$ cat config.mk
export PLATFORM = sky130hd
export DESIGN_NAME = sauria_axi_lite_to_obi_flat
export DESIGN_NICKNAME = d
export VERILOG_FILES = /design/src/rtl/sauria_axi_lite_to_obi_if.sv /design/src/rtl/sauria_axi_lite_to_obi.sv /design/src/flat_wrapper.sv
export SDC_FILE = /design/constraint.sdc
export NUM_CORES = 1
export LEC_CHECK = 0
export BUFFER_PORTS_ARGS = -buffer_cell sky130_fd_sc_hd__clkbuf_2
export CAP_MARGIN = 20
export CORE_MARGIN = 5
export CORE_UTILIZATION = 25
export CTS_CLUSTER_SIZE = 30
export DETAILED_ROUTE_END_ITERATION = 10
export PLACE_DENSITY = 0.58
export REMOVE_ABC_BUFFERS = 1
export SETUP_SLACK_MARGIN = 0.3
export SLEW_MARGIN = 10
export SYNTH_ARGS = -nofsm -noshare
export SYNTH_HDL_FRONTEND = slang
export SYNTH_SLANG_ARGS = --single-unit
$ cat constraint.sdc
create_clock -name clk_i -period 4.4 [get_ports clk_i]
set_clock_uncertainty 0.15 [all_clocks]
set_input_delay 0.88 -clock clk_i [delete_from_list [all_inputs] [get_ports clk_i]]
set_output_delay 0.88 -clock clk_i [all_outputs]
set_load 0.005 [all_outputs]
$ cat src/rtl/sauria_axi_lite_to_obi_if.sv
// Bus bundle between an AXI4-Lite manager, the AXI-Lite-to-OBI bridge and an
// OBI memory. The slave modport is the bridge's view (AXI responder and
// OBI initiator); the master modport is the view of the surrounding system.
interface sauria_axi_lite_to_obi_if #(
    parameter int ADDR_WIDTH = 32,
    parameter int DATA_WIDTH = 32
);
    localparam int BE_WIDTH = DATA_WIDTH / 8;

    // AXI4-Lite write address / data / response
    logic [ADDR_WIDTH-1:0] aw_addr_i;
    logic                  aw_valid_i;
    logic                  aw_ready_o;
    logic [DATA_WIDTH-1:0] w_data_i;
    logic [BE_WIDTH-1:0]   w_strb_i;
    logic                  w_valid_i;
    logic                  w_ready_o;
    logic [1:0]            b_resp_o;
    logic                  b_valid_o;
    logic                  b_ready_i;

    // AXI4-Lite read address / data
    logic [ADDR_WIDTH-1:0] ar_addr_i;
    logic                  ar_valid_i;
    logic                  ar_ready_o;
    logic [DATA_WIDTH-1:0] r_data_o;
    logic [1:0]            r_resp_o;
    logic                  r_valid_o;
    logic                  r_ready_i;

    // OBI initiator
    logic                  obi_req_o;
    logic                  obi_gnt_i;
    logic [ADDR_WIDTH-1:0] obi_addr_o;
    logic                  obi_we_o;
    logic [BE_WIDTH-1:0]   obi_be_o;
    logic [DATA_WIDTH-1:0] obi_wdata_o;
    logic                  obi_rvalid_i;
    logic [DATA_WIDTH-1:0] obi_rdata_i;

    modport slave (
        input  aw_addr_i, aw_valid_i, w_data_i, w_strb_i, w_valid_i, b_ready_i,
        input  ar_addr_i, ar_valid_i, r_ready_i,
        input  obi_gnt_i, obi_rvalid_i, obi_rdata_i,
        output aw_ready_o, w_ready_o, b_resp_o, b_valid_o,
        output ar_ready_o, r_data_o, r_resp_o, r_valid_o,
        output obi_req_o, obi_addr_o, obi_we_o, obi_be_o, obi_wdata_o
    );

    modport master (
        output aw_addr_i, aw_valid_i, w_data_i, w_strb_i, w_valid_i, b_ready_i,
        output ar_addr_i, ar_valid_i, r_ready_i,
        output obi_gnt_i, obi_rvalid_i, obi_rdata_i,
        input  aw_ready_o, w_ready_o, b_resp_o, b_valid_o,
        input  ar_ready_o, r_data_o, r_resp_o, r_valid_o,
        input  obi_req_o, obi_addr_o, obi_we_o, obi_be_o, obi_wdata_o
    );
endinterface

$ cat src/rtl/sauria_axi_lite_to_obi.sv
// Single-outstanding AXI4-Lite responder that turns each read or write into
// exactly one OBI transaction. Reads and writes are serialised through one
// FSM; when both are offered together a toggling priority flag alternates
// between them. Every output is driven from a register.
module sauria_axi_lite_to_obi #(
    parameter int ADDR_WIDTH = 32,
    parameter int DATA_WIDTH = 32
) (
    input logic                     clk_i,
    input logic                     rst_i,
    sauria_axi_lite_to_obi_if.slave bus
);
    localparam int BE_WIDTH = DATA_WIDTH / 8;
    localparam int OFFSET_W = $clog2(BE_WIDTH);

    typedef enum logic [2:0] {
        IDLE, WREQ, WRSP, BRESP, RREQ, RRSP, RRESP
    } state_t;

    state_t state;
    logic   write_first;   // 0 = read wins a tie, 1 = write wins a tie
    logic   wr_cand;
    logic   rd_cand;

    // Clear the sub-word offset so the OBI side only sees word addresses.
    function automatic logic [ADDR_WIDTH-1:0] word_align(input logic [ADDR_WIDTH-1:0] addr);
        logic [ADDR_WIDTH-1:0] aligned;
        aligned = addr;
        aligned[OFFSET_W-1:0] = '0;
        return aligned;
    endfunction

    // A write needs address and data together; AW and W are never taken apart.
    assign wr_cand = bus.aw_valid_i & bus.w_valid_i;
    assign rd_cand = bus.ar_valid_i;

    // No error path exists, so both responses are permanently OKAY.
    assign bus.b_resp_o = 2'b00;
    assign bus.r_resp_o = 2'b00;

    // Transaction FSM: accept, issue on OBI, wait for response, answer on AXI.
    always_ff @(posedge clk_i) begin
        if (rst_i) begin
            state           <= IDLE;
            write_first     <= 1'b0;
            bus.aw_ready_o  <= 1'b0;
            bus.w_ready_o   <= 1'b0;
            bus.ar_ready_o  <= 1'b0;
            bus.b_valid_o   <= 1'b0;
            bus.r_valid_o   <= 1'b0;
            bus.r_data_o    <= '0;
            bus.obi_req_o   <= 1'b0;
            bus.obi_we_o    <= 1'b0;
            bus.obi_addr_o  <= '0;
            bus.obi_be_o    <= '0;
            bus.obi_wdata_o <= '0;
        end else begin
            case (state)
                IDLE: begin
                    // Ready is raised for the following cycle; AXI keeps the
                    // address/data stable until that handshake completes.
                    if (rd_cand && (!wr_cand || !write_first)) begin
                        bus.ar_ready_o <= 1'b1;
                        bus.obi_addr_o <= word_align(bus.ar_addr_i);
                        bus.obi_we_o   <= 1'b0;
                        bus.obi_be_o   <= '1;
                        state          <= RREQ;
                        if (wr_cand) begin
                            write_first <= 1'b1;
                        end
                    end else if (wr_cand) begin
                        bus.aw_ready_o  <= 1'b1;
                        bus.w_ready_o   <= 1'b1;
                        bus.obi_addr_o  <= word_align(bus.aw_addr_i);
                        bus.obi_we_o    <= 1'b1;
                        bus.obi_be_o    <= bus.w_strb_i;
                        bus.obi_wdata_o <= bus.w_data_i;
                        state           <= WREQ;
                        if (rd_cand) begin
                            write_first <= 1'b0;
                        end
                    end
                end
                WREQ: begin
                    // First cycle is the AW/W handshake; the request follows it.
                    if (bus.aw_ready_o) begin
                        bus.aw_ready_o <= 1'b0;
                        bus.w_ready_o  <= 1'b0;
                        bus.obi_req_o  <= 1'b1;
                    end else if (bus.obi_gnt_i) begin
                        bus.obi_req_o <= 1'b0;
                        state         <= WRSP;
                    end
                end
                WRSP: begin
                    if (bus.obi_rvalid_i) begin
                        bus.b_valid_o <= 1'b1;
                        state         <= BRESP;
                    end
                end
                BRESP: begin
                    if (bus.b_ready_i) begin
                        bus.b_valid_o <= 1'b0;
                        state         <= IDLE;
                    end
                end
                RREQ: begin
                    // First cycle is the AR handshake; the request follows it.
                    if (bus.ar_ready_o) begin
                        bus.ar_ready_o <= 1'b0;
                        bus.obi_req_o  <= 1'b1;
                    end else if (bus.obi_gnt_i) begin
                        bus.obi_req_o <= 1'b0;
                        state         <= RRSP;
                    end
                end
                RRSP: begin
                    if (bus.obi_rvalid_i) begin
                        bus.r_data_o  <= bus.obi_rdata_i;
                        bus.r_valid_o <= 1'b1;
                        state         <= RRESP;
                    end
                end
                RRESP: begin
                    if (bus.r_ready_i) begin
                        bus.r_valid_o <= 1'b0;
                        state         <= IDLE;
                    end
                end
                default: state <= IDLE;
            endcase
        end
    end
endmodule

$ cat src/flat_wrapper.sv
// flat-port wrapper written by rule: the top's interface ports become plain ports
module sauria_axi_lite_to_obi_flat 
#(
    parameter int ADDR_WIDTH = 32,
    parameter int DATA_WIDTH = 32
)
  (clk_i, rst_i, bus_aw_addr_i, bus_aw_valid_i, bus_w_data_i, bus_w_strb_i, bus_w_valid_i, bus_b_ready_i, bus_ar_addr_i, bus_ar_valid_i, bus_r_ready_i, bus_obi_gnt_i, bus_obi_rvalid_i, bus_obi_rdata_i, bus_aw_ready_o, bus_w_ready_o, bus_b_resp_o, bus_b_valid_o, bus_ar_ready_o, bus_r_data_o, bus_r_resp_o, bus_r_valid_o, bus_obi_req_o, bus_obi_addr_o, bus_obi_we_o, bus_obi_be_o, bus_obi_wdata_o);
  sauria_axi_lite_to_obi_if #(.ADDR_WIDTH(ADDR_WIDTH), .DATA_WIDTH(DATA_WIDTH)) bus_i ();
  input logic clk_i;
  input logic rst_i;
  input wire logic [$bits(bus_i.aw_addr_i)-1:0] bus_aw_addr_i;
  input wire logic [$bits(bus_i.aw_valid_i)-1:0] bus_aw_valid_i;
  input wire logic [$bits(bus_i.w_data_i)-1:0] bus_w_data_i;
  input wire logic [$bits(bus_i.w_strb_i)-1:0] bus_w_strb_i;
  input wire logic [$bits(bus_i.w_valid_i)-1:0] bus_w_valid_i;
  input wire logic [$bits(bus_i.b_ready_i)-1:0] bus_b_ready_i;
  input wire logic [$bits(bus_i.ar_addr_i)-1:0] bus_ar_addr_i;
  input wire logic [$bits(bus_i.ar_valid_i)-1:0] bus_ar_valid_i;
  input wire logic [$bits(bus_i.r_ready_i)-1:0] bus_r_ready_i;
  input wire logic [$bits(bus_i.obi_gnt_i)-1:0] bus_obi_gnt_i;
  input wire logic [$bits(bus_i.obi_rvalid_i)-1:0] bus_obi_rvalid_i;
  input wire logic [$bits(bus_i.obi_rdata_i)-1:0] bus_obi_rdata_i;
  output wire logic [$bits(bus_i.aw_ready_o)-1:0] bus_aw_ready_o;
  output wire logic [$bits(bus_i.w_ready_o)-1:0] bus_w_ready_o;
  output wire logic [$bits(bus_i.b_resp_o)-1:0] bus_b_resp_o;
  output wire logic [$bits(bus_i.b_valid_o)-1:0] bus_b_valid_o;
  output wire logic [$bits(bus_i.ar_ready_o)-1:0] bus_ar_ready_o;
  output wire logic [$bits(bus_i.r_data_o)-1:0] bus_r_data_o;
  output wire logic [$bits(bus_i.r_resp_o)-1:0] bus_r_resp_o;
  output wire logic [$bits(bus_i.r_valid_o)-1:0] bus_r_valid_o;
  output wire logic [$bits(bus_i.obi_req_o)-1:0] bus_obi_req_o;
  output wire logic [$bits(bus_i.obi_addr_o)-1:0] bus_obi_addr_o;
  output wire logic [$bits(bus_i.obi_we_o)-1:0] bus_obi_we_o;
  output wire logic [$bits(bus_i.obi_be_o)-1:0] bus_obi_be_o;
  output wire logic [$bits(bus_i.obi_wdata_o)-1:0] bus_obi_wdata_o;
  assign bus_i.aw_addr_i = bus_aw_addr_i;
  assign bus_i.aw_valid_i = bus_aw_valid_i;
  assign bus_i.w_data_i = bus_w_data_i;
  assign bus_i.w_strb_i = bus_w_strb_i;
  assign bus_i.w_valid_i = bus_w_valid_i;
  assign bus_i.b_ready_i = bus_b_ready_i;
  assign bus_i.ar_addr_i = bus_ar_addr_i;
  assign bus_i.ar_valid_i = bus_ar_valid_i;
  assign bus_i.r_ready_i = bus_r_ready_i;
  assign bus_i.obi_gnt_i = bus_obi_gnt_i;
  assign bus_i.obi_rvalid_i = bus_obi_rvalid_i;
  assign bus_i.obi_rdata_i = bus_obi_rdata_i;
  assign bus_aw_ready_o = bus_i.aw_ready_o;
  assign bus_w_ready_o = bus_i.w_ready_o;
  assign bus_b_resp_o = bus_i.b_resp_o;
  assign bus_b_valid_o = bus_i.b_valid_o;
  assign bus_ar_ready_o = bus_i.ar_ready_o;
  assign bus_r_data_o = bus_i.r_data_o;
  assign bus_r_resp_o = bus_i.r_resp_o;
  assign bus_r_valid_o = bus_i.r_valid_o;
  assign bus_obi_req_o = bus_i.obi_req_o;
  assign bus_obi_addr_o = bus_i.obi_addr_o;
  assign bus_obi_we_o = bus_i.obi_we_o;
  assign bus_obi_be_o = bus_i.obi_be_o;
  assign bus_obi_wdata_o = bus_i.obi_wdata_o;
  sauria_axi_lite_to_obi #(.ADDR_WIDTH(ADDR_WIDTH), .DATA_WIDTH(DATA_WIDTH)) u_core (.clk_i(clk_i), .rst_i(rst_i), .bus(bus_i));
endmodule
==> results.json, run 1 <==
{
  "post-route-period-util_pct": 59.6,
  "critical_path.cell_chain": "clkbuf_2 > nand3_1 > nand2_2 > nand4_1 > o221a_2",
  "rsz0062_at_grt": "no",
  "rows": 49,
  "worst_path_max_delay_cell": "nand2_2",
  "synth_cells": 467,
  "synth-simple-area-share_pct": 14.6,
  "clk_pin_slew_ns": 0.07,
  "p_per_area_nw_per_um2": 470,
  "reg2reg_to": "u_core.bus.obi_addr_o[3]",
  "ys_seq_area_share_pct": 48.6,
  "synth-edff-count": 0,
  "synth-compound-area-share_pct": 15.1,
  "worst-path-max-fanout": 32,
  "io_pins": 252,
  "drc_errors": 0,
  "yosys.area.top_type": "dfxtp_1",
  "ant_nets": 0,
  "tns_ns": 0,
  "post_drt_wl_per_cell_um": 13.7,
  "cap_violations": 0,
  "dr.first_iter.drc_count": 170,
  "syn2layout_area_growth_pct": 35.8,
  "r2r_setup_slack_ns": 1.94,
  "coreArea_um2": 17800,
  "ys_top_cells_by_area": "dfxtp_1 49%, mux2i_1 15%, a211oi_2 6.1%",
  "p_leak_uw": 0.00274,
  "crit_type": "primary input to flop",
  "max_freq_mhz": 381,
  "dp.cells": 905,
  "crit_required_ns": 4.48,
  "hp-class": "flop to flop",
  "dp.final_hpwl_um": 9260,
  "finalSetupViolCount": 0,
  "routed_wl_um": 12600,
  "hold_viol": 0,
  "status": "complete, no violations",
  "synthFlopType": "dfxtp_1",
  "avgSynthCellArea_um2": 9.61,
  "maxSlewViolCount": 0,
  "min_period_ns": 2.62,
  "grt_pass1_wl_um": 19600,
  "final_common_cell": "clkbuf_2",
  "clock-sinks": 109,
  "clockBufferDepth": 2,
  "synth-seq-cells": 109,
  "synthXorXnorAreaFrac_pct": 0.391,
  "detail_route.vias_per_cell": 4.25,
  "synth_top_family_by_area": "compound AO/OA/AOI/OAI gates",
  "synthMuxAreaShare_pct": 14.5,
  "num-nets-final": 829,
  "fp.dieW_um": 144,
  "die_h_um": 144,
  "tightestPinTransition_ns": 1.00,
  "netlist.area_leader.share_pct": 48.6,
  "cp-endpoint": "u_core.bus.obi_be_o[1]",
  "firstDrtPassIters": 4,
  "timing.slew.headroom_pct": 32.9,
  "cts_buffers": 9,
  "cts_resized": 0,
  "start_util_pct": 25.1,
  "ys_warn_count": 0,
  "final_cell_mix": "240 x clkbuf_2, 109 x dfxtp_1, 68 x nor2_1, 67 x nand2_1, 65 x mux2i_1",
  "finalNonFillerCells": 921,
  "cp.arrival_ns": 2.70,
  "cp-startpoint": "bus_aw_valid_i",
  "tritoncts": "built",
  "postCtsSetupBuffers": 0,
  "max_stage_delay_ns": 0.74,
  "mappedNetlistArea_um2": 4490,
  "ir_drop_v": 0.000251,
  "insertion_delay_ns": 0.34,
  "rr_startpoint": "u_core.state[0]",
  "reg2reg_depth": 5,
  "drive_above_1_share_pct": 42.3,
  "cts_hold_buf": 0,
  "io_buffer_count": 241,
  "n_antenna_cell": 0,
  "synth-async-reset-ratio_pct": 0,
  "grt_pass1_vias": 3881,
  "gp_congestion": 0.727,
  "yosysUniqueCellTypes": 40,
  "cts.htree.levels": 3,
  "cts-root-buf": "clkbuf_16",
  "grt_usage_pct": 11.7,
  "end_kind": "flop",
  "whs_ns": 0.306,
  "globalRouteOverflowTotal": 0,
  "synth_fa_ha_area_share_pct": 0,
  "via_count": 3918,
  "crit_path_start_kind": "primary input",
  "antenna_found_initial": 0,
  "final_util_pct": 34.1,
  "dieArea_um2": 20700,
  "grt_start_max_net_pins": 68
}
## metrics by stage
stage	setup WS (ns)	instance area [µm²]	power, µW
global placement	1.41	5770	2060
CTS	1.77	6070	2920
floorplan	1.43	4220	1720
detailed placement	1.40	5770	2070
finish	1.78	6090	2860
global route	1.64	6090	3060
## synth_stat cells (2+ instances only)
cell and count:
a211oi_2 22, mux2i_1 65, nand4_1 3, o221a_2 4, buf_6 2, buf_4 13
a21oi_1 41, buf_12 3, clkbuf_1 15, inv_1 5, nand2_1 68, a211oi_1 10
and2b_1 2, nand3_1 3, o21ai_0 3, nand2b_1 3, nor2_1 68, buf_2 7
dfxtp_1 109
## state kept, by name, summed over array words and instances (netlist names)
register                count
u_core.bus.obi_wdata_o     32
u_core.bus.r_data_o        32
u_core.bus.obi_addr_o      30
u_core.bus.obi_be_o         4
u_core.state                3
u_core.bus.ar_ready_o       1
u_core.bus.aw_ready_o       1
u_core.bus.b_valid_o        1
u_core.bus.obi_req_o        1
u_core.bus.obi_we_o         1
u_core.bus.r_valid_o        1
u_core.bus.w_ready_o        1
u_core.write_first          1
## where the power goes
part           internal [µW]  leakage (µW)  switching [µW]
Clock                    444      0.000136             382
Combinational            369       0.00171             408
Sequential              1150      0.000889             112
Total                   1960       0.00274             902
## worst min-delay path by stage
stage / startpoint / endpoint / slack, ns / cells past startpoint
CTS: u_core.bus.r_data_o[1] / u_core.bus.r_data_o[1] / 0.31 / 2
global placement: u_core.bus.r_data_o[26] / u_core.bus.r_data_o[26] / 0.29 / 2
detailed placement: u_core.bus.r_data_o[1] / u_core.bus.r_data_o[1] / 0.30 / 2
floorplan: u_core.bus.r_data_o[0] / u_core.bus.r_data_o[0] / 0.30 / 2
global route: u_core.bus.r_data_o[1] / u_core.bus.r_data_o[1] / 0.32 / 2
finish: u_core.bus.r_data_o[1] / u_core.bus.r_data_o[1] / 0.31 / 2
## layer usage
| metal | GRT usage [%] | up-vias | part of all wire [%] |
|---|---|---|---|
| met2 | 19.1 | 118 | 48 |
| met5 | 0 | - | 0 |
| met3 | 3.79 | 15 | 7.4 |
| met4 | 4.01 | 0 | 1.9 |
| met1 | 14.7 | 1757 | 43 |
| li1 | - | 2028 | - |
## worst max-delay path, delay by kind of cell
kind                   cells  cell delay, ns
AOI/OAI and AO/OA          1            0.40
and+or+nand+nor            3            1.29
buffers and inverters      1            0.13
## final cells by class
class	count	area, µm²
repair buffers	247	1280
well taps	229	287
flip-flops and latches	109	2180
inverters	5	18.8
clock inverters	6	72.6
fillers	1868	11800
multi-input cells	316	2030
clock buffers	9	225
## kinds of logic after synthesis
family	Yosys count
AND/OR/NAND/NOR	156
AO/OA/AOI/OAI	87
other	1
buffers and inverters	47
multiplexers	65
flip-flops	109
XOR/XNOR	2
Note: power is estimated with default switching activity, not from simulation.
==> inputs of run 2 (changes only) <==
- PLACE_DENSITY: 0.58 -> 0.6
- clock period: 4.4 -> 2.1 ns (I/O delays scaled with it)
==> results.json, run 2 (synthesis gave the netlist of run 1 again) <==
{
  "num-nets-final": 845,
  "globalRouteOverflowTotal": 0,
  "tns_ns": 0,
  "crit_type": "flop to flop",
  "routed_wl_um": 13100,
  "worst-path-max-fanout": 16,
  "via_count": 4061,
  "n_antenna_cell": 0,
  "pre_cts_ws_ns": 0.215,
  "die_h_um": 144,
  "post_drt_wl_per_cell_um": 13.9,
  "finalSetupViolCount": 0,
  "p_leak_uw": 0.00286,
  "firstDrtPassIters": 4,
  "start_util_pct": 25.1,
  "max_freq_mhz": 579,
  "io_pins": 252,
  "grt_pass1_vias": 3955,
  "maxSlewViolCount": 0,
  "antenna_found_initial": 0,
  "insertion_delay_ns": 0.34,
  "clk_pin_slew_ns": 0.08,
  "gp_congestion": 0.754,
  "rr_startpoint": "u_core.state[1]",
  "syn2layout_area_growth_pct": 41.0,
  "whs_ns": 0.138,
  "clock-sinks": 109,
  "dp.final_hpwl_um": 9810,
  "hold_viol": 0,
  "r2r_setup_slack_ns": 0.37,
  "reg2reg_depth": 5,
  "cp-startpoint": "u_core.state[1]",
  "tritoncts": "built",
  "regArea_um2": 2180,
  "io_buffer_count": 241,
  "cts.htree.levels": 3,
  "ant_nets": 0,
  "status": "complete, no violations",
  "hp-class": "primary input to flop",
  "grt_start_max_net_pins": 57,
  "p_per_area_nw_per_um2": 989,
  "fin_ws_ns": 0.372,
  "final_common_cell": "clkbuf_2",
  "dieArea_um2": 20700,
  "drc_errors": 0,
  "grt_usage_pct": 12.1,
  "clockBufferDepth": 2,
  "fillCellCount": 1871,
  "detail_route.vias_per_cell": 4.33,
  "drive_above_1_share_pct": 43.9,
  "cts-root-buf": "clkbuf_16",
  "rows": 49,
  "cp-endpoint": "u_core.bus.obi_wdata_o[11]",
  "min_period_ns": 1.73,
  "end_kind": "flop",
  "multi_input_area_um2": 2030,
  "cts_buffers": 9,
  "fp.dieW_um": 144,
  "cp.arrival_ns": 1.82,
  "top_regs": "u_core.bus.obi_wdata_o (32), u_core.bus.r_data_o (32), u_core.bus.obi_addr_o (30)",
  "ir_drop_v": 0.000406,
  "crit_required_ns": 2.19,
  "crit_path_start_kind": "flop",
  "rsz0062_at_grt": "yes",
  "dr.first_iter.drc_count": 165,
  "post-route-period-util_pct": 82.3,
  "final_cell_mix": "240 x clkbuf_2, 107 x dfxtp_1, 68 x nor2_1, 67 x nand2_1, 65 x mux2i_1",
  "cap_violations": 0,
  "coreArea_um2": 17800,
  "grt_pass1_wl_um": 19900,
  "reg2reg_to": "u_core.bus.obi_wdata_o[11]"
}
[run 2: critical path, stage by stage, from the launching register on]
cell and delay, ns:
dfxtp_2 0.39, nor3_4 0.21, o2111a_2 0.27, bufbuf_16 0.33, mux2i_1 0.21, nor2_1 0.05
[run 2: area by class of cell]
type | count | area share [%]
clock buffer | 10 | 3.78
clock inverter | 6 | 1.11
inverter | 5 | 0.297
multi-input combinational | 317 | 32.2
sequential | 109 | 34.5
tap | 229 | 4.53
timing repair buffer | 262 | 23.6
[run 2: timing repair]
item | 4_1_cts | 5_1_grt
buffers inserted | 2 | 2
pin swaps | 2 | 1
resized for setup | 2 | 1
hold buffers | 0 | 0
endpoints found under the setup margin | 43 | 25
gates cloned | 1 | 1
[run 2: worst min path at each step]
stage | to | slack (ns) | startpoint | cells past startpoint
after floorplan | u_core.bus.r_data_o[0] | 0.30 | u_core.bus.r_data_o[0] | 2
after global placement | u_core.bus.r_data_o[4] | 0.29 | u_core.bus.r_data_o[4] | 2
after detailed placement | u_core.bus.r_data_o[29] | 0.30 | u_core.bus.r_data_o[29] | 2
after CTS | u_core.bus.r_data_o[27] | 0.11 | bus_obi_rdata_i[27] | 3
after global routing | u_core.bus.r_data_o[27] | 0.12 | bus_obi_rdata_i[27] | 3
final | u_core.bus.r_data_o[25] | 0.14 | bus_obi_rdata_i[25] | 3
[run 2: metrics by stage]
step | std cells | total power [µW] | cell area [µm²] | utilization [%]
2_1_floorplan | 430 | 3610 | 4220 | -
3_3_place_gp | 916 | 4450 | 5940 | 33.3
3_5_place_dp | 916 | 4480 | 5940 | 33.3
4_1_cts | 935 | 6360 | 6300 | 35.3
5_1_grt | 938 | 6680 | 6320 | 35.5
6_report | 938 | 6250 | 6320 | 35.5
[run 2: metal layers]
| metal | share of wire, % | wire length (µm) | track usage [%] | vias to the layer above |
|---|---|---|---|---|
| li1 | - | - | - | 2065 |
| met1 | 43 | 5560 | 15.2 | 1853 |
| met2 | 48 | 6340 | 19.5 | 123 |
| met3 | 7.0 | 910 | 3.73 | 20 |
| met4 | 2.0 | 260 | 4.76 | 0 |
| met5 | 0 | 0 | 0 | - |
[run 2: power by group]
group | switching, µW | internal (µW)
Combinational | 923 | 939
Clock | 799 | 969
Sequential | 212 | 2410
==> inputs of run 3 (changes only) <==
- clock period: 2.1 -> 1.4 ns (I/O delays scaled with it)
==> results.json, run 3 (synthesis gave the netlist of run 1 again) <==
{
  "status": "complete, but fails checks",
  "violations": "negative setup slack",
  "top_regs": "u_core.bus.obi_wdata_o (32), u_core.bus.r_data_o (32), u_core.bus.obi_addr_o (30)",
  "reg2reg_depth": 6,
  "fin_ws_ns": -0.258,
  "met1_usage_pct": 16.5,
  "io_pins": 252,
  "drive_above_1_share_pct": 63.4,
  "crit_required_ns": 1.48,
  "start_util_pct": 25.1,
  "hold_viol": 0,
  "via_count": 4543,
  "cts-root-buf": "clkbuf_16",
  "globalRouteOverflowTotal": 0,
  "met2_usage_pct": 22.3,
  "drc_errors": 0,
  "post_drt_wl_per_cell_um": 14.8,
  "busiest_layer": "met2",
  "n_antenna_cell": 0,
  "min_path_cells": 3,
  "cts.htree.levels": 3,
  "rr_startpoint": "u_core.state[0]",
  "num-nets-final": 959,
  "tns_ns": -18.99,
  "use_met3_pct": 3.63,
  "firstDrtPassIters": 4,
  "cp.arrival_ns": 1.74,
  "final_cell_mix": "184 x clkbuf_2, 107 x dfxtp_2, 70 x buf_4, 67 x nor2_1, 67 x nand2_1",
  "max_stage_delay_ns": 0.34,
  "insertion_delay_ns": 0.34,
  "ant_nets": 0,
  "maxSlewViolCount": 0,
  "whs_ns": 0.0237,
  "grt_pass1_vias": 4522,
  "fillCellCount": 1661,
  "clockBufferDepth": 2,
  "critPathTopFamily": "flip-flops",
  "rows": 49,
  "coreArea_um2": 17800,
  "critical_path.cell_chain": "nor3_4 > o2111a_2 > buf_6 > clkbuf_16 > mux2i_1 > nor2_1",
  "cp_num_buf_inv": 2,
  "grt_start_max_net_pins": 42,
  "antenna_found_initial": 0,
  "clock-sinks": 109,
  "crit_path_start_kind": "flop",
  "min_to": "u_core.bus.obi_wdata_o[27]",
  "final_common_cell": "clkbuf_2",
  "cap_violations": 0,
  "die_h_um": 144,
  "rsz0062_at_grt": "yes",
  "p_leak_uw": 0.00365,
  "reg2reg_to": "u_core.bus.obi_wdata_o[4]",
  "finalSetupViolCount": 105,
  "ir_drop_v": 0.000687,
  "min_period_ns": 1.66,
  "dp.final_hpwl_um": 9950,
  "io_buffer_count": 241,
  "min-delay-start": "bus_w_data_i[27]",
  "max_freq_mhz": 603,
  "tritoncts": "built",
  "worst-path-max-fanout": 7,
  "post-route-period-util_pct": 118,
  "routed_wl_um": 15600,
  "grt_pass1_wl_um": 22200,
  "gp_congestion": 0.742,
  "dr.first_iter.drc_count": 184,
  "hp-class": "primary input to flop",
  "grt_usage_pct": 13.4,
  "crit_type": "flop to flop",
  "pre_cts_ws_ns": -0.249,
  "worst_path_max_delay_cell": "dfxtp_2",
  "cts_buffers": 9,
  "dieArea_um2": 20700,
  "clk_pin_slew_ns": 0.07,
  "p_per_area_nw_per_um2": 1380,
  "end_kind": "flop",
  "detail_route.vias_per_cell": 4.32,
  "fp.dieW_um": 144,
  "r2r_setup_slack_ns": -0.26,
  "syn2layout_area_growth_pct": 81.7
}
-- run 3: cell types whose count changed in the layout (fill, tap and decap cells not counted), sizes merged --
| cell | previous run | this run |
|---|---|---|
| and2b | 3 | 2 |
| clkbuf | 250 | 199 |
| buf | 21 | 154 |
| dlygate4sd3 | 0 | 34 |
| inv | 7 | 6 |
-- run 3: worst max path at each step --
stage               slack (ns)       startpoint  cells past startpoint                         end
floorplan                -1.29  u_core.state[0]                      3      u_core.bus.obi_be_o[0]
global placement         -0.22  u_core.state[0]                      5  u_core.bus.obi_wdata_o[14]
detailed placement       -0.25  u_core.state[0]                      5   u_core.bus.obi_wdata_o[4]
CTS                      -0.22  u_core.state[0]                      6   u_core.bus.obi_wdata_o[2]
global route             -0.33  u_core.state[0]                      6   u_core.bus.obi_wdata_o[4]
finish                   -0.26  u_core.state[0]                      6   u_core.bus.obi_wdata_o[4]
-- run 3: cell type report --
type / count / area, µm² / area share (%)
Multi-Input combinational cell: 316 / 2160 / 26.6
Tap cell: 229 / 287 / 3.52
Inverter: 5 / 18.8 / 0.230
Clock buffer: 11 / 243 / 2.98
Sequential cell: 109 / 2320 / 28.5
Timing Repair Buffer: 377 / 3060 / 37.5
Clock inverter: 5 / 58.8 / 0.722
-- run 3: power breakdown --
group          internal [µW]  total, µW  leakage, µW  switching (µW)
clock                   1440       2620     0.000142            1170
combinational           2740       4580      0.00257            1840
sequential              3720       4060     0.000936             336
total                   7900      11200      0.00365            3350
-- run 3: worst min-delay path, stage by stage --
cell and delay [ns]:
clkbuf_2 0.08, mux2i_1 0.05, nor2_1 0.07
-- run 3: routing by layer --
layer | routed length, µm | vias up | part of all wire, %
met5 | 0 | - | 0
met4 | 435 | 0 | 2.8
met3 | 945 | 29 | 6.1
met2 | 7720 | 154 | 50
met1 | 6480 | 2061 | 42
li1 | - | 2299 | -
-- run 3: what timing repair did --
| action | in CTS | in global routing |
|---|---|---|
| gates resized for setup | 143 | 113 |
| endpoints found under the setup margin | 214 | 214 |
| hold buffers | 34 | 0 |
| hold endpoints to repair | 34 | 0 |
| pin swaps | 11 | 9 |
| gates cloned | 8 | 4 |
| buffers inserted | 21 | 21 |
-- run 3: metrics by stage --
stage	area [µm²]	power [µW]	utilization, %	cells
3_5_place_dp	6170	6900	34.6	948
2_1_floorplan	4220	5420	-	430
6_report	8150	11200	45.7	1052
3_3_place_gp	6170	6860	34.6	948
4_1_cts	7460	10600	41.8	1027
5_1_grt	8150	11900	45.7	1052
